### src/rtl/adder_arbiter.sv
// -----------------------------------------------------------------------------
// adder_arbiter
//
// Arbitrates NREQ requesters that each offer a pair of signed DW-bit operands.
// The winner's pair is summed at DW+1 bits, clipped to the signed DW-bit range
// and held in a one-entry output register (EMPTY/FULL) until the consumer
// takes it. A new pair can be accepted in the same cycle the held result
// leaves, so one result per cycle is sustained. Arbitration is round-robin
// (MODE=0) or fixed lowest-index priority (MODE=1), over requesters enabled
// in MASK. A small register bus exposes MASK, MODE, STATUS and SATCNT.
//
// Optional feature macro: ADDER_ARBITER_GRANT_STATS_EN
//   Defined   : per-requester 32-bit acceptance counters at 0x10 + 4*k,
//               cleared together by any write to 0x10.
//   Undefined : no counters; 0x10 onward reads 0.
//
// Ports
//   clk_i        rising-edge clock
//   rst_i        synchronous active-high reset
//   req_valid_i  per-requester operand-pair valid
//   req_ready_o  per-requester accept (one-hot or zero)
//   req_in1_i    packed first operands, requester k at [k*DW +: DW]
//   req_in2_i    packed second operands, same packing
//   res_valid_o  result held and valid
//   res_ready_i  downstream takes the result when high with res_valid_o
//   res_data_o   saturated sum
//   res_id_o     requester that produced res_data_o
//   res_sat_o    res_data_o was clipped
//   addr/wen/ren/wdata  register bus request
//   ack/rdata    register bus response, one cycle after the request
//
// Register map
//   0x00 MASK   [NREQ-1:0] RW   (reset all ones)
//   0x04 MODE   [0]        RW   (0 = round-robin, 1 = fixed priority)
//   0x08 STATUS RO  {PTR[10:8], FULL[4], res_id_o[2:0]}
//   0x0C SATCNT RO  count of saturated accepted sums, wraps
// -----------------------------------------------------------------------------
module adder_arbiter #(
  parameter int NREQ = 4,
  parameter int DW   = 14
) (
  input  logic                 clk_i,
  input  logic                 rst_i,
  input  logic [NREQ-1:0]      req_valid_i,
  output logic [NREQ-1:0]      req_ready_o,
  input  logic [NREQ*DW-1:0]   req_in1_i,
  input  logic [NREQ*DW-1:0]   req_in2_i,
  output logic                 res_valid_o,
  input  logic                 res_ready_i,
  output logic [DW-1:0]        res_data_o,
  output logic [2:0]           res_id_o,
  output logic                 res_sat_o,
  input  logic [15:0]          addr,
  input  logic                 wen,
  input  logic                 ren,
  input  logic [31:0]          wdata,
  output logic                 ack,
  output logic [31:0]          rdata
);

  typedef enum logic {
    EMPTY = 1'b0,
    FULL  = 1'b1
  } state_e;

  localparam logic [2:0]    LAST_IDX = 3'(NREQ - 1);
  localparam logic [DW-1:0] SAT_MAX  = {1'b0, {(DW-1){1'b1}}};
  localparam logic [DW-1:0] SAT_MIN  = {1'b1, {(DW-1){1'b0}}};

  // Result-side state
  state_e          state_q;
  logic [DW-1:0]   res_data_q;
  logic [2:0]      res_id_q;
  logic            res_sat_q;
  logic [2:0]      ptr_q;
  logic [2:0]      ptr_d;
  logic [31:0]     satcnt_q;

  // Register bus state
  logic [NREQ-1:0] mask_q;
  logic            mode_q;
  logic            ack_q;
  logic [31:0]     rdata_q;

  // Arbitration and datapath
  logic [NREQ-1:0] elig;
  logic            low_found;
  logic [2:0]      low_idx;
  logic            hi_found;
  logic [2:0]      hi_idx;
  logic [2:0]      win_idx;
  logic            can_accept;
  logic            accept;
  logic [DW-1:0]   op_a;
  logic [DW-1:0]   op_b;
  logic [DW:0]     sum_w;
  logic            sum_ovf;
  logic [DW-1:0]   sum_sat;
  logic [31:0]     rd_val;

  // Upper write-data bits have no register behind them.
  logic            unused_wdata;
  assign unused_wdata = ^wdata[31:NREQ];

  // Winner search. low_* is the lowest eligible index overall; hi_* is the
  // lowest eligible index at or above the round-robin pointer. Round-robin
  // takes hi_* and wraps to low_* when nothing sits at or above the pointer.
  // NOTE: every signal gets a default at the top of always_comb, so no path
  // leaves one unassigned and no latch is inferred.
  always_comb begin
    elig      = req_valid_i & mask_q;
    low_found = 1'b0;
    low_idx   = '0;
    hi_found  = 1'b0;
    hi_idx    = '0;
    // Descending scan: the last hit is the lowest qualifying index.
    for (int k = NREQ - 1; k >= 0; k--) begin
      if (elig[k]) begin
        low_found = 1'b1;
        low_idx   = 3'(k);
        if (3'(k) >= ptr_q) begin
          hi_found = 1'b1;
          hi_idx   = 3'(k);
        end
      end
    end
    if (mode_q || !hi_found) win_idx = low_idx;
    else                     win_idx = hi_idx;
  end

  // A new pair may enter when the output register is free or is being
  // emptied this very cycle; under backpressure nothing is accepted.
  assign can_accept = !rst_i && ((state_q == EMPTY) || res_ready_i);
  assign accept     = can_accept && low_found;

  always_comb begin
    req_ready_o = '0;
    op_a        = '0;
    op_b        = '0;
    for (int k = 0; k < NREQ; k++) begin
      req_ready_o[k] = accept && (win_idx == 3'(k));
      if (win_idx == 3'(k)) begin
        op_a = req_in1_i[k*DW +: DW];
        op_b = req_in2_i[k*DW +: DW];
      end
    end
  end

  // Sign-extend both operands by one bit so the sum cannot wrap; overflow of
  // the DW-bit range shows up as the two top bits disagreeing.
  assign sum_w   = {op_a[DW-1], op_a} + {op_b[DW-1], op_b};
  assign sum_ovf = sum_w[DW] ^ sum_w[DW-1];
  assign sum_sat = !sum_ovf   ? sum_w[DW-1:0] :
                   sum_w[DW]  ? SAT_MIN       : SAT_MAX;

  assign ptr_d = (win_idx == LAST_IDX) ? 3'd0 : win_idx + 3'd1;

  // EMPTY/FULL controller with its registered result outputs. Without an
  // acceptance the result registers hold, which freezes the outputs while
  // the consumer applies backpressure.
  // NOTE: clocked state is assigned with <= so every register samples the
  // values from before the edge, independent of statement order.
  always_ff @(posedge clk_i) begin
    if (rst_i) begin
      state_q    <= EMPTY;
      res_data_q <= '0;
      res_id_q   <= '0;
      res_sat_q  <= 1'b0;
      ptr_q      <= '0;
      satcnt_q   <= '0;
    end else begin
      case (state_q)
        EMPTY: if (accept) state_q <= FULL;
        FULL:  if (res_ready_i && !accept) state_q <= EMPTY;
      endcase
      if (accept) begin
        res_data_q <= sum_sat;
        res_id_q   <= win_idx;
        res_sat_q  <= sum_ovf;
        ptr_q      <= ptr_d;
        if (sum_ovf) satcnt_q <= satcnt_q + 32'd1;
      end
    end
  end

  assign res_valid_o = (state_q == FULL);
  assign res_data_o  = res_data_q;
  assign res_id_o    = res_id_q;
  assign res_sat_o   = res_sat_q;

`ifdef ADDER_ARBITER_GRANT_STATS_EN
  logic [31:0] grant_cnt_q [NREQ];

  // NOTE: this counter array is deliberately reset element by element; it is
  // plain flops, not a RAM, so reset costs nothing special here.
  always_ff @(posedge clk_i) begin
    for (int k = 0; k < NREQ; k++) begin
      if (rst_i || (wen && (addr == 16'h0010))) begin
        grant_cnt_q[k] <= '0;
      end else if (accept && (win_idx == 3'(k))) begin
        grant_cnt_q[k] <= grant_cnt_q[k] + 32'd1;
      end
    end
  end
`endif

  // Read mux over the pre-write register values, so a combined read and
  // write returns what was there before the write.
  always_comb begin
    rd_val = '0;
    case (addr)
      16'h0000: rd_val[NREQ-1:0] = mask_q;
      16'h0004: rd_val[0]        = mode_q;
      16'h0008: begin
        rd_val[10:8] = ptr_q;
        rd_val[4]    = (state_q == FULL);
        rd_val[2:0]  = res_id_q;
      end
      16'h000C: rd_val = satcnt_q;
      default:  rd_val = '0;
    endcase
`ifdef ADDER_ARBITER_GRANT_STATS_EN
    for (int k = 0; k < NREQ; k++) begin
      if (addr == 16'(16 + 4 * k)) rd_val = grant_cnt_q[k];
    end
`endif
  end

  // Bus response and writable registers. A write becomes visible to the
  // arbiter on the next cycle; the held result is not touched.
  always_ff @(posedge clk_i) begin
    if (rst_i) begin
      ack_q   <= 1'b0;
      rdata_q <= '0;
      mask_q  <= '1;
      mode_q  <= 1'b0;
    end else begin
      ack_q   <= wen | ren;
      rdata_q <= ren ? rd_val : 32'd0;
      if (wen) begin
        case (addr)
          16'h0000: mask_q <= wdata[NREQ-1:0];
          16'h0004: mode_q <= wdata[0];
          default:  ;
        endcase
      end
    end
  end

  assign ack   = ack_q;
  assign rdata = rdata_q;

endmodule

### config.mk
export PLATFORM = sky130hd
export DESIGN_NAME = adder_arbiter
export DESIGN_NICKNAME = d
export VERILOG_FILES = /design/src/rtl/adder_arbiter.sv
export SDC_FILE = /design/constraint.sdc
export NUM_CORES = 1
export LEC_CHECK = 0
export CAP_MARGIN = 10
export CORE_ASPECT_RATIO = 1.1
export CORE_MARGIN = 1
export CORE_UTILIZATION = 43
export CTS_CLUSTER_DIAMETER = 120
export DETAILED_ROUTE_END_ITERATION = 16
export HOLD_SLACK_MARGIN = 0.03
export PLACE_DENSITY = 0.87
export SLEW_MARGIN = 20
export SYNTH_ARGS = -nofsm -noshare
export SYNTH_HDL_FRONTEND = slang
export SYNTH_SLANG_ARGS = --single-unit
### constraint.sdc
create_clock -name clk_i -period 6.45 [get_ports clk_i]
set_input_delay 1.6125 -clock clk_i [delete_from_list [all_inputs] [get_ports clk_i]]
set_output_delay 1.6125 -clock clk_i [all_outputs]
set_load 0.05 [all_outputs]
==> results.sh, run 1 <==
export IMPL_post_route_period_util_pct=95.34
export IMPL_synth_area_leaders="dfxtp_1 (34%), a21oi_1 (7.2%), o21ai_0 (5.8%)"
export IMPL_crit_arrival_ps=6420
export IMPL_synth_ff_type="dfxtp_1"
export IMPL_grt_max_degree=37
export IMPL_cts_made_buffers=9
export IMPL_root_buffer="clkbuf_16"
export IMPL_rsz0062_at_grt="no"
export IMPL_grt_ovfl_total=0
export IMPL_layout_common_cells="clkdlybuf4s50_1 (191), dfxtp_1 (90), a21oi_1 (74), nand2_1 (63), nor2_1 (59)"
export IMPL_criticalPathCategory="primary input to register"
export IMPL_drc=0
export IMPL_maxSlewViolCount=0
export IMPL_drive_above_1_share_pct=10.65
export IMPL_wl_per_cell_um=14.66
export IMPL_diodes=0
export IMPL_startpoint_type="primary input"
export IMPL_layout_commonest_cell="clkdlybuf4s50_1"
export IMPL_die_x_um=108.0
export IMPL_hold_depth=2
export IMPL_synth_simple_area_share_pct=24.84
export IMPL_grt_use_total_pct=24.86
export IMPL_worstMarginPinSlew_ps=995.6
export IMPL_antenna_found_initial=0
export IMPL_die_y_um=118.6
export IMPL_fin_hold_ws_ps=468.3
export IMPL_clock_latency_ps=340
export IMPL_setup_tns_final_ps=0
export IMPL_clk_pin_slew_ps=60
export IMPL_endpoint_kind="register"
export IMPL_synth_largest_area_cell="dfxtp_1"
export IMPL_max_freq_mhz=162.6
export IMPL_post_synth_top_area_fraction_pct=33.87
export IMPL_skew_ps=5.963
export IMPL_fp_dieArea_um2=12820
export IMPL_initial_core_util_pct=44.20
export IMPL_grt_pass1_wl_um=25230
export IMPL_dr_total_vias=5889
export IMPL_gp_congestion=0.8823
export IMPL_yosys_register_bits=90
export IMPL_antenna_left=0
export IMPL_async_flop_share_pct=0
export IMPL_tritoncts_num_sinks=90
export IMPL_seq_area_frac_synth_pct=33.87
export IMPL_dr_pass1_iters=5
export IMPL_port_buffers=195
export IMPL_synth_cell_type_count=61
export IMPL_syn_avg_cell_area_um2=7.742
export IMPL_grt_pass1_vias=5474
export IMPL_drtIter0Drc=326
export IMPL_p_leak_nw=3.020
export IMPL_syn_cell_area_um2=5319
export IMPL_setup_violations=0
export IMPL_synth_nets=876
export IMPL_routed_wirelength_um=15470
export IMPL_area_delta_synth_final_pct=52.25
export IMPL_vdd_drop_max_mv=0.1982
export IMPL_min_period_ps=6149
export IMPL_power_density_nw_per_um2=297.0
export IMPL_hp_class="register to register"
export IMPL_slew_headroom_pct=33.62
export IMPL_synth_xor_area_share_pct=2.117
export IMPL_synth_compound_area_share_pct=26.18
export IMPL_pin_count=225
export IMPL_r2r_cells=22
export IMPL_outcome="finished clean"
export IMPL_syn_inst=687
export IMPL_crit_fanout=35
export IMPL_coreArea_um2=12030
export IMPL_cap_violations=0
export IMPL_fin_nets=1085
export IMPL_cts_path_max_buffers=2
export IMPL_hpwl_um=12020
export IMPL_worst_ep_required_time_ps=6720
export IMPL_cts_tree="done"
export IMPL_hold_viol=0
export IMPL_cts_max_level=3
export IMPL_nFillCells=965
export IMPL_rows=42
export IMPL_yosys_warnings=0
export IMPL_synth_top_family_by_area="compound AO/OA/AOI/OAI gates"
export IMPL_synthAdderAreaFrac_pct=5.410
export IMPL_post_route_util_pct=67.29
export IMPL_synthMuxAreaShare_pct=2.988
export IMPL_via_per_inst=5.582
export IMPL_synth_edff_count=0
-- layout make-up --
cell class / instances / area [um2] / share of cell area [%]
inverter: 12 / 45.04 / 0.5562
timing repair buffer: 247 / 2432 / 30.04
clock inverter: 5 / 52.55 / 0.6489
clock buffer: 11 / 252.7 / 3.121
multi-input combinational: 536 / 3321 / 41.01
sequential: 90 / 1802 / 22.25
tap: 154 / 192.7 / 2.379
-- registers in the layout, indices dropped and copies added (netlist names) --
| signal | flops |
|---|---|
| satcnt_q | 32 |
| res_id_o | 2 |
| res_sat_o | 1 |
| ptr_q | 2 |
| ack | 1 |
| rdata | 32 |
| res_data_o | 14 |
| mode_q | 1 |
| mask_q | 4 |
| res_valid_o | 1 |
-- path summary, 6_finish.rpt --
kind,start,end,slack [ps]
max reg2reg,mask_q[2]$_SDFFE_PP1P_,satcnt_q[29]$_SDFFE_PP0P_,1630
min reg2reg,res_data_o[4]$_SDFFE_PP0P_,res_data_o[4]$_SDFFE_PP0P_,470
max,req_valid_i[2],satcnt_q[29]$_SDFFE_PP0P_,300
min,res_data_o[4]$_SDFFE_PP0P_,res_data_o[4]$_SDFFE_PP0P_,470
-- synth_stat cells, types with 5 or more instances --
cell / n
nor2_1: 60
dfxtp_1: 90
nand4_1: 10
inv_1: 11
a21oi_1: 77
clkbuf_1: 39
nand2_1: 64
mux2_2: 5
a22oi_1: 30
mux2i_1: 8
xnor2_1: 8
ha_1: 19
nand3_1: 31
and2_1: 29
and3_1: 10
nor2b_1: 7
nor4_1: 8
o31ai_1: 21
o21ai_0: 62
or4_1: 21
buf_2: 5
-- report_power, final --
| part | switching (mW) | total (mW) | internal [mW] |
|---|---|---|---|
| clock | 0.210 | 0.529 | 0.319 |
| sequential | 0.0249 | 0.624 | 0.599 |
| combinational | 0.686 | 1.25 | 0.566 |
| total | 0.921 | 2.41 | 1.48 |
-- through the flow --
stage          std cells  total power [mW]  instance area [um2]  setup WS, ps
3_3_place_gp        1037             1.851                 7752        -18.28
2_1_floorplan        687             1.397                 5319         399.7
4_1_cts             1053             2.406                 8058         149.2
3_5_place_dp        1037             1.874                 7752        -161.4
6_report            1055             2.405                 8098         300.6
5_1_grt             1055             2.562                 8098         33.27
-- routing by layer --
metal  up-vias  global-route usage [%]  wire length (um)
met5         -                       0                 0
met4         0                   10.70               446
met3        41                   3.475               857
met2       233                   45.54              8043
met1      2687                   28.04              6119
li1       2928                       -                 -
-- repair_timing --
action | 4_1_cts | 5_1_grt
setup buffers | 0 | 2
hold buffers | 0 | 0
endpoints found under the setup margin | 0 | 27
resized for setup | 0 | 14
-- cells by family (layout without fill, tap and decap cells) --
logic type                 after synthesis  count (layout)
DFF                                     90              90
muxes                                   14              14
AOI/OAI and AO/OA                      225             225
xor gates and xnor gates                12              12
and+or+nand+nor                        261             261
other                                    1               1
buffers and inverters                   61             275
adders and majority gates               23              23
-- critical path: stages --
cell and delay (ps):
clkdlybuf4s50_1 510, nand2_2 90, a21oi_2 130, a21oi_1 80, a21oi_1 210, mux2_4 340, ha_1 190, nor2b_2 180
buf_12 140, a22oi_1 150, nor2_1 60, a21oi_1 100, o21ai_0 100, ha_2 200, fa_1 380, a21o_1 210
a221oi_4 290, a2bb2oi_2 190, a311o_2 270, xnor2_4 100, buf_12 180, or4_1 530, a21oi_2 150
Power figures use the tool's default switching activity.
==> run 2, diff against run 1 <==
--- a/config.mk
+++ b/config.mk
@@ -13,6 +13,7 @@
 export DETAILED_ROUTE_END_ITERATION = 16
 export HOLD_SLACK_MARGIN = 0.03
 export PLACE_DENSITY = 0.87
+export SKIP_LAST_GASP = 1
 export SLEW_MARGIN = 20
 export SYNTH_ARGS = -nofsm -noshare
 export SYNTH_HDL_FRONTEND = slang
==> results of run 2 <==
No change in the layout: final DEF, timing and power equal those of run 1.
==> run 3, diff against run 2 <==
--- a/config.mk
+++ b/config.mk
@@ -9,7 +9,6 @@
 export CORE_ASPECT_RATIO = 1.1
 export CORE_MARGIN = 1
 export CORE_UTILIZATION = 43
-export CTS_CLUSTER_DIAMETER = 120
 export DETAILED_ROUTE_END_ITERATION = 16
 export HOLD_SLACK_MARGIN = 0.03
 export PLACE_DENSITY = 0.87
==> results of run 3 <==
No change in the layout: final DEF, timing and power equal those of run 1.
